## src/rtl/axi_osd_frame_sequencer.sv

```systemverilog
// Raster sequencer for the OSD render path: walks one frame cell by cell, fetches the
// character code and glyph row, and streams fg/bg pixels out over AXI-Stream.
module axi_osd_frame_sequencer #(
  parameter int                     CONSOLE_DEPTH    = 12,
  parameter int                     FRAME_WIDTH      = 640,
  parameter int                     FRAME_HEIGHT     = 480,
  parameter int                     FONT_WIDTH       = 8,
  parameter int                     FONT_ROW_BITS    = 4,
  parameter int                     PIXEL_WIDTH      = 24,
  parameter logic [PIXEL_WIDTH-1:0] FOREGROUND_COLOR = 24'hFFFFFF,
  parameter logic [PIXEL_WIDTH-1:0] BACKGROUND_COLOR = 24'h000000
) (
  input  logic                          clk,
  input  logic                          rst,
  input  logic                          i_enable,
  input  logic [CONSOLE_DEPTH-1:0]      i_start_offset,
  input  logic                          i_cursor_en,
  input  logic [CONSOLE_DEPTH-1:0]      i_cursor_addr,
  output logic                          o_char_rd,
  output logic [CONSOLE_DEPTH-1:0]      o_char_addr,
  input  logic [7:0]                    i_char_data,
  output logic                          o_font_rd,
  output logic [8+FONT_ROW_BITS-1:0]    o_font_addr,
  input  logic [FONT_WIDTH-1:0]         i_font_data,
  output logic [PIXEL_WIDTH-1:0]        o_axis_data,
  output logic                          o_axis_valid,
  input  logic                          i_axis_ready,
  output logic                          o_axis_last,
  output logic [3:0]                    o_axis_user,
  output logic                          o_busy,
  output logic [15:0]                   o_frame_count
);

  localparam int COLS = FRAME_WIDTH / FONT_WIDTH;
  localparam int ROWS = FRAME_HEIGHT >> FONT_ROW_BITS;
  localparam int CW   = (COLS > 1) ? $clog2(COLS) : 1;
  localparam int RW   = (ROWS > 1) ? $clog2(ROWS) : 1;
  localparam int BW   = (FONT_WIDTH > 1) ? $clog2(FONT_WIDTH) : 1;
  localparam int FAW  = 8 + FONT_ROW_BITS;

  typedef enum logic [2:0] {
    S_IDLE, S_CHAR_RD, S_FONT_RD, S_LOAD, S_EMIT, S_DONE
  } state_t;

  state_t                   r_state, w_state_nxt;
  logic [CONSOLE_DEPTH-1:0] r_line_base;
  logic [CONSOLE_DEPTH-1:0] r_cursor_addr;
  logic                     r_cursor_en;
  logic [CW-1:0]            r_col;
  logic [RW-1:0]            r_crow;
  logic [FONT_ROW_BITS-1:0] r_grow;
  logic [BW-1:0]            r_bit;
  logic [FONT_WIDTH-1:0]    r_shift;
  logic                     r_hit;
  logic                     r_busy;
  logic [15:0]              r_frame_count;
  logic [CONSOLE_DEPTH-1:0] r_char_addr;
  logic [FAW-1:0]           r_font_addr;

  logic [CONSOLE_DEPTH-1:0] w_cell_addr;
  logic [FAW-1:0]           w_font_addr;
  logic                     w_emit, w_accept;
  logic                     w_cell_end, w_line_end, w_grow_end, w_crow_end, w_frame_end;
  logic                     w_sof, w_pix;

  // Cell address = line base (start + cell_row*COLS, kept incrementally) + column.
  assign w_cell_addr = r_line_base + CONSOLE_DEPTH'(r_col);
  assign w_font_addr = {i_char_data, r_grow};

  assign w_emit      = (r_state == S_EMIT);
  assign w_accept    = w_emit && i_axis_ready;
  assign w_cell_end  = (r_bit == BW'(FONT_WIDTH - 1));
  assign w_line_end  = (r_col == CW'(COLS - 1));
  assign w_grow_end  = (r_grow == {FONT_ROW_BITS{1'b1}});
  assign w_crow_end  = (r_crow == RW'(ROWS - 1));
  assign w_frame_end = w_line_end && w_grow_end && w_crow_end;
  assign w_sof       = (r_col == '0) && (r_crow == '0) && (r_grow == '0) && (r_bit == '0);
  assign w_pix       = r_shift[FONT_WIDTH-1] ^ r_hit;

  always_ff @(posedge clk or negedge rst) begin
    if (!rst) r_state <= S_IDLE;
    else      r_state <= w_state_nxt;
  end

  always_comb begin
    w_state_nxt = r_state;
    case (r_state)
      S_IDLE:    if (i_enable) w_state_nxt = S_CHAR_RD;
      S_CHAR_RD: w_state_nxt = S_FONT_RD;
      S_FONT_RD: w_state_nxt = S_LOAD;
      S_LOAD:    w_state_nxt = S_EMIT;
      S_EMIT:    if (w_accept && w_cell_end) w_state_nxt = w_frame_end ? S_DONE : S_CHAR_RD;
      S_DONE:    w_state_nxt = S_IDLE;
      default:   w_state_nxt = S_IDLE;
    endcase
  end

  always_ff @(posedge clk or negedge rst) begin
    if (!rst) begin
      r_line_base   <= '0;
      r_cursor_addr <= '0;
      r_cursor_en   <= 1'b0;
      r_col         <= '0;
      r_crow        <= '0;
      r_grow        <= '0;
      r_bit         <= '0;
      r_shift       <= '0;
      r_hit         <= 1'b0;
      r_busy        <= 1'b0;
      r_frame_count <= '0;
      r_char_addr   <= '0;
      r_font_addr   <= '0;
    end else begin
      case (r_state)
        S_IDLE: if (i_enable) begin
          r_line_base   <= i_start_offset;
          r_cursor_addr <= i_cursor_addr;
          r_cursor_en   <= i_cursor_en;
          r_col         <= '0;
          r_crow        <= '0;
          r_grow        <= '0;
          r_bit         <= '0;
          r_busy        <= 1'b1;
        end
        S_CHAR_RD: r_char_addr <= w_cell_addr;
        S_FONT_RD: begin
          r_font_addr <= w_font_addr;
          r_hit       <= r_cursor_en && (w_cell_addr == r_cursor_addr);
        end
        S_LOAD: r_shift <= i_font_data;
        S_EMIT: if (w_accept) begin
          r_shift <= r_shift << 1;
          if (!w_cell_end) begin
            r_bit <= r_bit + 1'b1;
          end else begin
            r_bit <= '0;
            if (!w_line_end) begin
              r_col <= r_col + 1'b1;
            end else begin
              r_col <= '0;
              // Line base only advances once every glyph row of the cell row is out.
              if (!w_grow_end) begin
                r_grow <= r_grow + 1'b1;
              end else begin
                r_grow      <= '0;
                r_line_base <= r_line_base + CONSOLE_DEPTH'(COLS);
                if (!w_crow_end) r_crow <= r_crow + 1'b1;
              end
            end
          end
        end
        S_DONE: begin
          r_frame_count <= r_frame_count + 16'd1;
          r_busy        <= 1'b0;
        end
        default: ;
      endcase
    end
  end

  assign o_char_rd     = (r_state == S_CHAR_RD);
  assign o_char_addr   = o_char_rd ? w_cell_addr : r_char_addr;
  assign o_font_rd     = (r_state == S_FONT_RD);
  assign o_font_addr   = o_font_rd ? w_font_addr : r_font_addr;
  assign o_axis_valid  = w_emit;
  assign o_axis_data   = !w_emit ? '0 : (w_pix ? FOREGROUND_COLOR : BACKGROUND_COLOR);
  assign o_axis_last   = w_emit && w_line_end && w_cell_end;
  assign o_axis_user   = {3'b000, w_emit && w_sof};
  assign o_busy        = r_busy;
  assign o_frame_count = r_frame_count;

endmodule

```

## config.mk

```make
export PLATFORM = sky130hd
export DESIGN_NAME = axi_osd_frame_sequencer
export DESIGN_NICKNAME = d
export VERILOG_FILES = /design/src/rtl/axi_osd_frame_sequencer.sv
export SDC_FILE = /design/constraint.sdc
export NUM_CORES = 1
export LEC_CHECK = 0
export CAP_MARGIN = 5
export CORE_MARGIN = 2
export CORE_UTILIZATION = 30
export DETAILED_ROUTE_END_ITERATION = 8
export PLACE_DENSITY = 0.52
export RECOVER_POWER = 50
export SYNTH_ARGS = -nofsm -noshare
export SYNTH_HDL_FRONTEND = slang
export SYNTH_SLANG_ARGS = --single-unit
export TNS_END_PERCENT = 50
```

## constraint.sdc

```tcl
create_clock -name clk -period 2.4 [get_ports clk]
set_input_delay 0.48 -clock clk [delete_from_list [all_inputs] [get_ports clk]]
set_output_delay 0.48 -clock clk [all_outputs]
set_load 0.01 [all_outputs]
```

# --- Word-level counts from Yosys, hierarchy flattened ---
# Index checks and enable logic that the tools add are counted.
totals:
  elab_cells: 107
  in_bits: 45
  output_inout_bits: 73
  ff_bits: 97
op_classes:
  n_mux: 40
  add_sub_neg: 7
  n_reduce_logical: 28
  bitwise: 1
  eq_ne: 17
ops:
  columns: ["cell", "count"]
  rows:
  - ["two-way mux 12 bit", 7]
  - ["two-way mux 24 bit", 2]
  - ["two-way mux 5 bit", 6]
  - ["two-way mux 7 bit", 4]
  - ["case mux 12 bit (2 select lines)", 1]
  - ["two-way mux 4 bit", 5]
  - ["two-way mux 3 bit", 6]
  - ["adder 16 x 1 -> 16 bit, second input constant", 1]
  - ["case mux 8 bit (2 select lines)", 1]
  - ["case mux 3 bit (5 select lines)", 1]
  - ["case mux 7 bit (2 select lines)", 1]
  - ["adder 12 x 7 -> 12 bit", 1]
  - ["adder 12 x 7 -> 12 bit, second input constant", 1]
  - ["equality test 12 bit", 1]
  - ["logical AND 1 bit", 11]
  - ["inequality test 2 x 1 -> 1 bit, second input constant", 5]
  - ["case mux 5 bit (2 select lines)", 1]
  - ["equality test 3 bit, second input constant", 3]
  - ["two-way mux 8 bit", 1]
  - ["case mux 4 bit (2 select lines)", 1]
  - ["AND reduction 2 bit", 4]
  - ["adder 7 x 1 -> 7 bit, second input constant", 1]
  - ["equality test 7 bit, second input constant", 1]
  - ["zero test 7 bit", 1]
  - ["21 further kinds", 26]

# --- Depth between registers and ports, before layout ---
# Gate-level depths: netlist of run 1.
depth:
  depth_word: 7
  depth_mapped: 9
  ltp_nobuf: 8

# --- Worst setup path before layout of run 1 ---
# Ideal clock, no wire load.
synth_timing:
  path_kind: "register to output"
  start: "register r_state[0]"
  end: "output port o_axis_data[10]"
  setup_slack_ns: -0.299
  t_required_ns: 1.920
  arrival_ns: 2.219
  path_buffers: 3
  stages_incl_launch_ff: 7
  cell_sequence: "dfrtp_1 clkbuf_2 nor2_4 nand2_1 clkbuf_1 nor2_1 buf_4"
synth_via:
  elab_chain_len: 2
synth_rtl:
  columns: ["item", "line", "rtl"]
  rows:
  - ["from (decl)", "45", "state_t r_state, w_state_nxt;"]
  - ["from (signal assigned)", "82", "else r_state <= w_state_nxt;"]
  - ["equality test 3 bit", "70", "assign w_emit = (r_state == S_EMIT);"]
  - ["two-way mux 24 bit", "166", "assign o_axis_data = !w_emit ? '0 : (w_pix ? FOREGROUND_COLOR : BACKGROUND_COLOR);"]
  - ["to (decl)", "25", "output logic [PIXEL_WIDTH-1:0] o_axis_data,"]
# No other way between the ends.

# --- Worst setup path after layout of run 1 ---
layout_timing:
  start: "register r_col[0]"
  end: "output port o_char_addr[10]"
layout_via:
  elab_chain_len: 2
layout_rtl:
  columns: ["item", "line", "rtl"]
  rows:
  - ["from (decl)", "49", "logic [CW-1:0] r_col;"]
  - ["from (signal assigned)", "138", "r_col <= r_col + 1'b1;"]
  - ["adder 12 x 7 -> 12 bit", "67", "assign w_cell_addr = r_line_base + CONSOLE_DEPTH'(r_col);"]
  - ["two-way mux 12 bit", null, null]
  - ["to (decl)", "20", "output logic [CONSOLE_DEPTH-1:0] o_char_addr,"]
# No other way between the ends.

==> flow_summary.ini, run 1 <==
[yosys]
synth_top_family_by_area = simple AND/OR/NAND/NOR gates
synth.ff_latch_count = 97
synth_warnings = 0
synthFlopType = dfrtp_1
synth.cell_area_sq_um = 5380
synth-edff-count = 0
post_synth.cell_area_avg_sq_um = 10.15
yosysSeqAreaShare_pct = 45.12
synth_simple_gate_area_share_pct = 14.93
post_synth_inst_count = 530
synth_fa_ha_area_share_pct = 4.791
synth-async-reset-ratio_pct = 100.0
synthDistinctLibCells = 62
post_synth_xor_area_fraction_pct = 6.767
synth-compound-area-share_pct = 13.26
yosys-mux-area-fraction_pct = 8.209

[hold_path]
holdPathEnd = o_frame_count[15]$_DFFE_PN0P_
worst_hold_path_type = flop to flop
hold_path_startpoint = o_frame_count[15]$_DFFE_PN0P_
holdPathStages = 1

[clock_tree]
cts_tree = built
htree_num_levels = 3
clock_path_buffers = 2
cts-buffers-inserted = 9
clock_insertion_delay_worst_skew_ns = 0.35
hold_buffers = 0
sink_count = 97
path_clk_slew_ns = 0.07
clock_root_buffer = clkbuf_16

[timing]
timing.fmax_mhz = 350.7
setup_ws_ns = -0.4514
layout_min_cycle_time_ns = 2.851
pin_slew_with_the_least_headroom_to_its_limit_ns = 1.692
post_route_clock_period_utilization_pct = 118.8
grt_setup_unrepaired = yes
final.hold.worst_slack_ns = 0.4707
slew_headroom_pct = -12.82
timing.final.max_slew_violations = 31
setup_viol_count_final = 50
hold_viol = 0
final.setup_skew_ns = 0.01059

[critical_path]
r2r_start = r_col[0]$_DFFE_PN0P_
r2r.worst_path.cells = 16
worstPathMaxFanout = 3
end_kind = primary output
worst-setup-path-type = flop to primary output
critPathLaunchType = flop
worst_ep_required_time_ns = 1.92
setup.reg_to_reg.worst_slack_ns = -0.45
data_arrival_time_of_the_worst_path_ns = 2.37
rr_endpoint = r_char_addr[10]$_DFF_PN0_

[route]
drt_first_iter_violations = 270
antenna_left = 0
drt-vias-per-instance = 4.795
detail_route.first_pass.iterations = 4
routed-via-count = 4656
post-route-drc-count = 0
wl_per_cell_um = 16.40
drt_wl_total_mm = 15.92

[flow_run]
drv_cap = 1

[grt]
grt_overflow = 0
use_met3_pct = 3.289
first_global_vias = 4661
grt_util_all_layers_pct = 17.00
groute.layer.met2.usage_pct = 27.28
use_met1_pct = 23.14
grt_first_pass_wirelength_mm = 24.52
pin_count_of_the_biggest_net_entering_global_routing = 44
antenna_found_initial = 0
gr-max-usage-layer = met2

[final_layout]
flow.area_growth_from_synthesis_pct = 53.28
utilization_pct = 47.35
final_cell_count_no_fill = 971
layout-drive-gt1-share_pct = 34.32
final_common_cell = dfrtp_1
num_antenna_cells = 0
most-common-layout-cells = dfrtp_1, buf_4, clkdlybuf4s50_1, nand2_1, o21ai_0
layout.nets = 806
final.fill_count = 1643

[floorplanning]
design.core.area_sq_um = 17420
die_height_um = 137.9
io_pins = 118
die_area_sq_um = 19020
floorplan.die.width_um = 137.9
initial_utilization_pct = 30.89
placementRows = 48

[outcome]
violations = capacitance limit, slew limit, setup timing
status = finished with violations

[power_and_ir_drop]
power_per_cell_area_nw_per_um2 = 1123
finalPower_mw = 9.259
total_leakage_power_nw = 3.733
peakVddDrop_mv = 0.5315

[placed_design]
place_ws_ns = -0.6593
dp_hpwl_mm = 11.23
place.detailed.instances = 908
placer_congestion = 0.8504
port_buffers = 114
[kinds of logic after synthesis]
| family | Yosys count |
|---|---|
| compound gates | 110 |
| flops | 97 |
| fa+ha+maj | 20 |
| mux | 40 |
| simple gates | 160 |
| xor+xnor | 40 |
| buf+inv | 62 |
| other cells | 1 |
[per-layer routing]
layer	up-vias	part of all wire [%]
met5	-	0
met2	118	47
li1	2268	-
met3	10	5.2
met4	0	1.2
met1	2260	46
[worst max path at each step]
| stage | startpoint | endpoint | slack [ns] | cells past startpoint |
|---|---|---|---|---|
| 2_1_floorplan | r_col[2]$_DFFE_PN0P_ | o_char_addr[11] | -0.02 | 7 |
| 6_report | r_col[0]$_DFFE_PN0P_ | o_char_addr[10] | -0.45 | 8 |
| 3_3_place_gp | r_line_base[0]$_DFFE_PN0P_ | o_char_addr[10] | -0.59 | 7 |
| 3_5_place_dp | r_line_base[0]$_DFFE_PN0P_ | o_char_addr[10] | -0.66 | 7 |
| 5_1_grt | r_line_base[0]$_DFFE_PN0P_ | o_char_addr[10] | -0.56 | 8 |
| 4_1_cts | r_line_base[0]$_DFFE_PN0P_ | o_char_addr[10] | -0.51 | 8 |
[worst max-delay path: stages, from the launching register on]
cell      delay, ns
dfrtp_1        0.39
ha_2           0.20
fa_2           0.35
a21o_1         0.22
a221oi_2       0.29
buf_4          0.17
a31oi_4        0.11
a31oi_4        0.18
buf_6          0.13
[area by class of cell]
class / count / area [sq um] / area share (%)
Clock buffer: 10 / 229.0 / 2.777
Clock inverter: 6 / 66.31 / 0.8041
Inverter: 17 / 66.31 / 0.8041
Multi-Input combinational cell: 373 / 3043 / 36.90
Sequential cell: 97 / 2429 / 29.45
Tap cell: 225 / 281.5 / 3.414
Timing Repair Buffer: 243 / 2132 / 25.85
[repair_timing]
| item | 4_1_cts | 5_1_grt |
|---|---|---|
| gates cloned | 1 | 0 |
| buffers inserted | 40 | 16 |
| pin swaps | 26 | 21 |
| resized for setup | 224 | 53 |
| endpoints found under the setup margin | 53 | 38 |
[registers in the layout, indices dropped and copies added (netlist names)]
| register | count |
|---|---|
| o_frame_count | 16 |
| r_char_addr | 12 |
| r_cursor_addr | 12 |
| r_font_addr | 12 |
| r_line_base | 12 |
| r_shift | 8 |
| r_col | 7 |
| r_crow | 5 |
| r_grow | 4 |
| r_bit | 3 |
| r_state | 3 |
| o_busy | 1 |
| r_cursor_en | 1 |
| r_hit | 1 |
[through the flow]
stage | TNS (ns) | cell area, sq um
floorplan | -0.06059 | 5390
global placement | -4.924 | 7183
detailed placement | -5.319 | 7183
CTS | -3.988 | 8129
global route | -22.70 | 8247
finish | -12.27 | 8247
[synthesized netlist by cell type (8+ instances only)]
master | instances | area, sq um
a21oi_1 | 25 | 125.1
and3_1 | 12 | 75.07
buf_2 | 9 | 45.04
buf_4 | 29 | 217.7
dfrtp_1 | 97 | 2427
ha_1 | 19 | 237.7
inv_1 | 17 | 63.81
mux2_2 | 29 | 326.6
mux2i_1 | 10 | 100.1
nand2_1 | 56 | 210.2
nand3_1 | 21 | 105.1
nand4_1 | 8 | 50.05
nor2_1 | 26 | 97.59
nor3_1 | 9 | 45.04
o21ai_0 | 40 | 200.2
xnor2_1 | 20 | 175.2
xor2_1 | 19 | 166.4
[report_power, final]
part / leakage, nW / switching [mW] / total (mW) / internal (mW)
logic: 2.36 / 2.48 / 5.19 / 2.70
clock network: 0.147 / 0.678 / 1.49 / 0.816
registers: 1.23 / 0.383 / 2.58 / 2.19
total: 3.73 / 3.54 / 9.26 / 5.72
No activity file was read; power rests on OpenSTA's default activity.
==> inputs of run 2 (changes only) <==
Settings changed: ABC_CLOCK_PERIOD_IN_PS from default to 2400.
==> results of run 2 <==
Same layout as run 1: the final DEF is identical, and so are final timing and power.
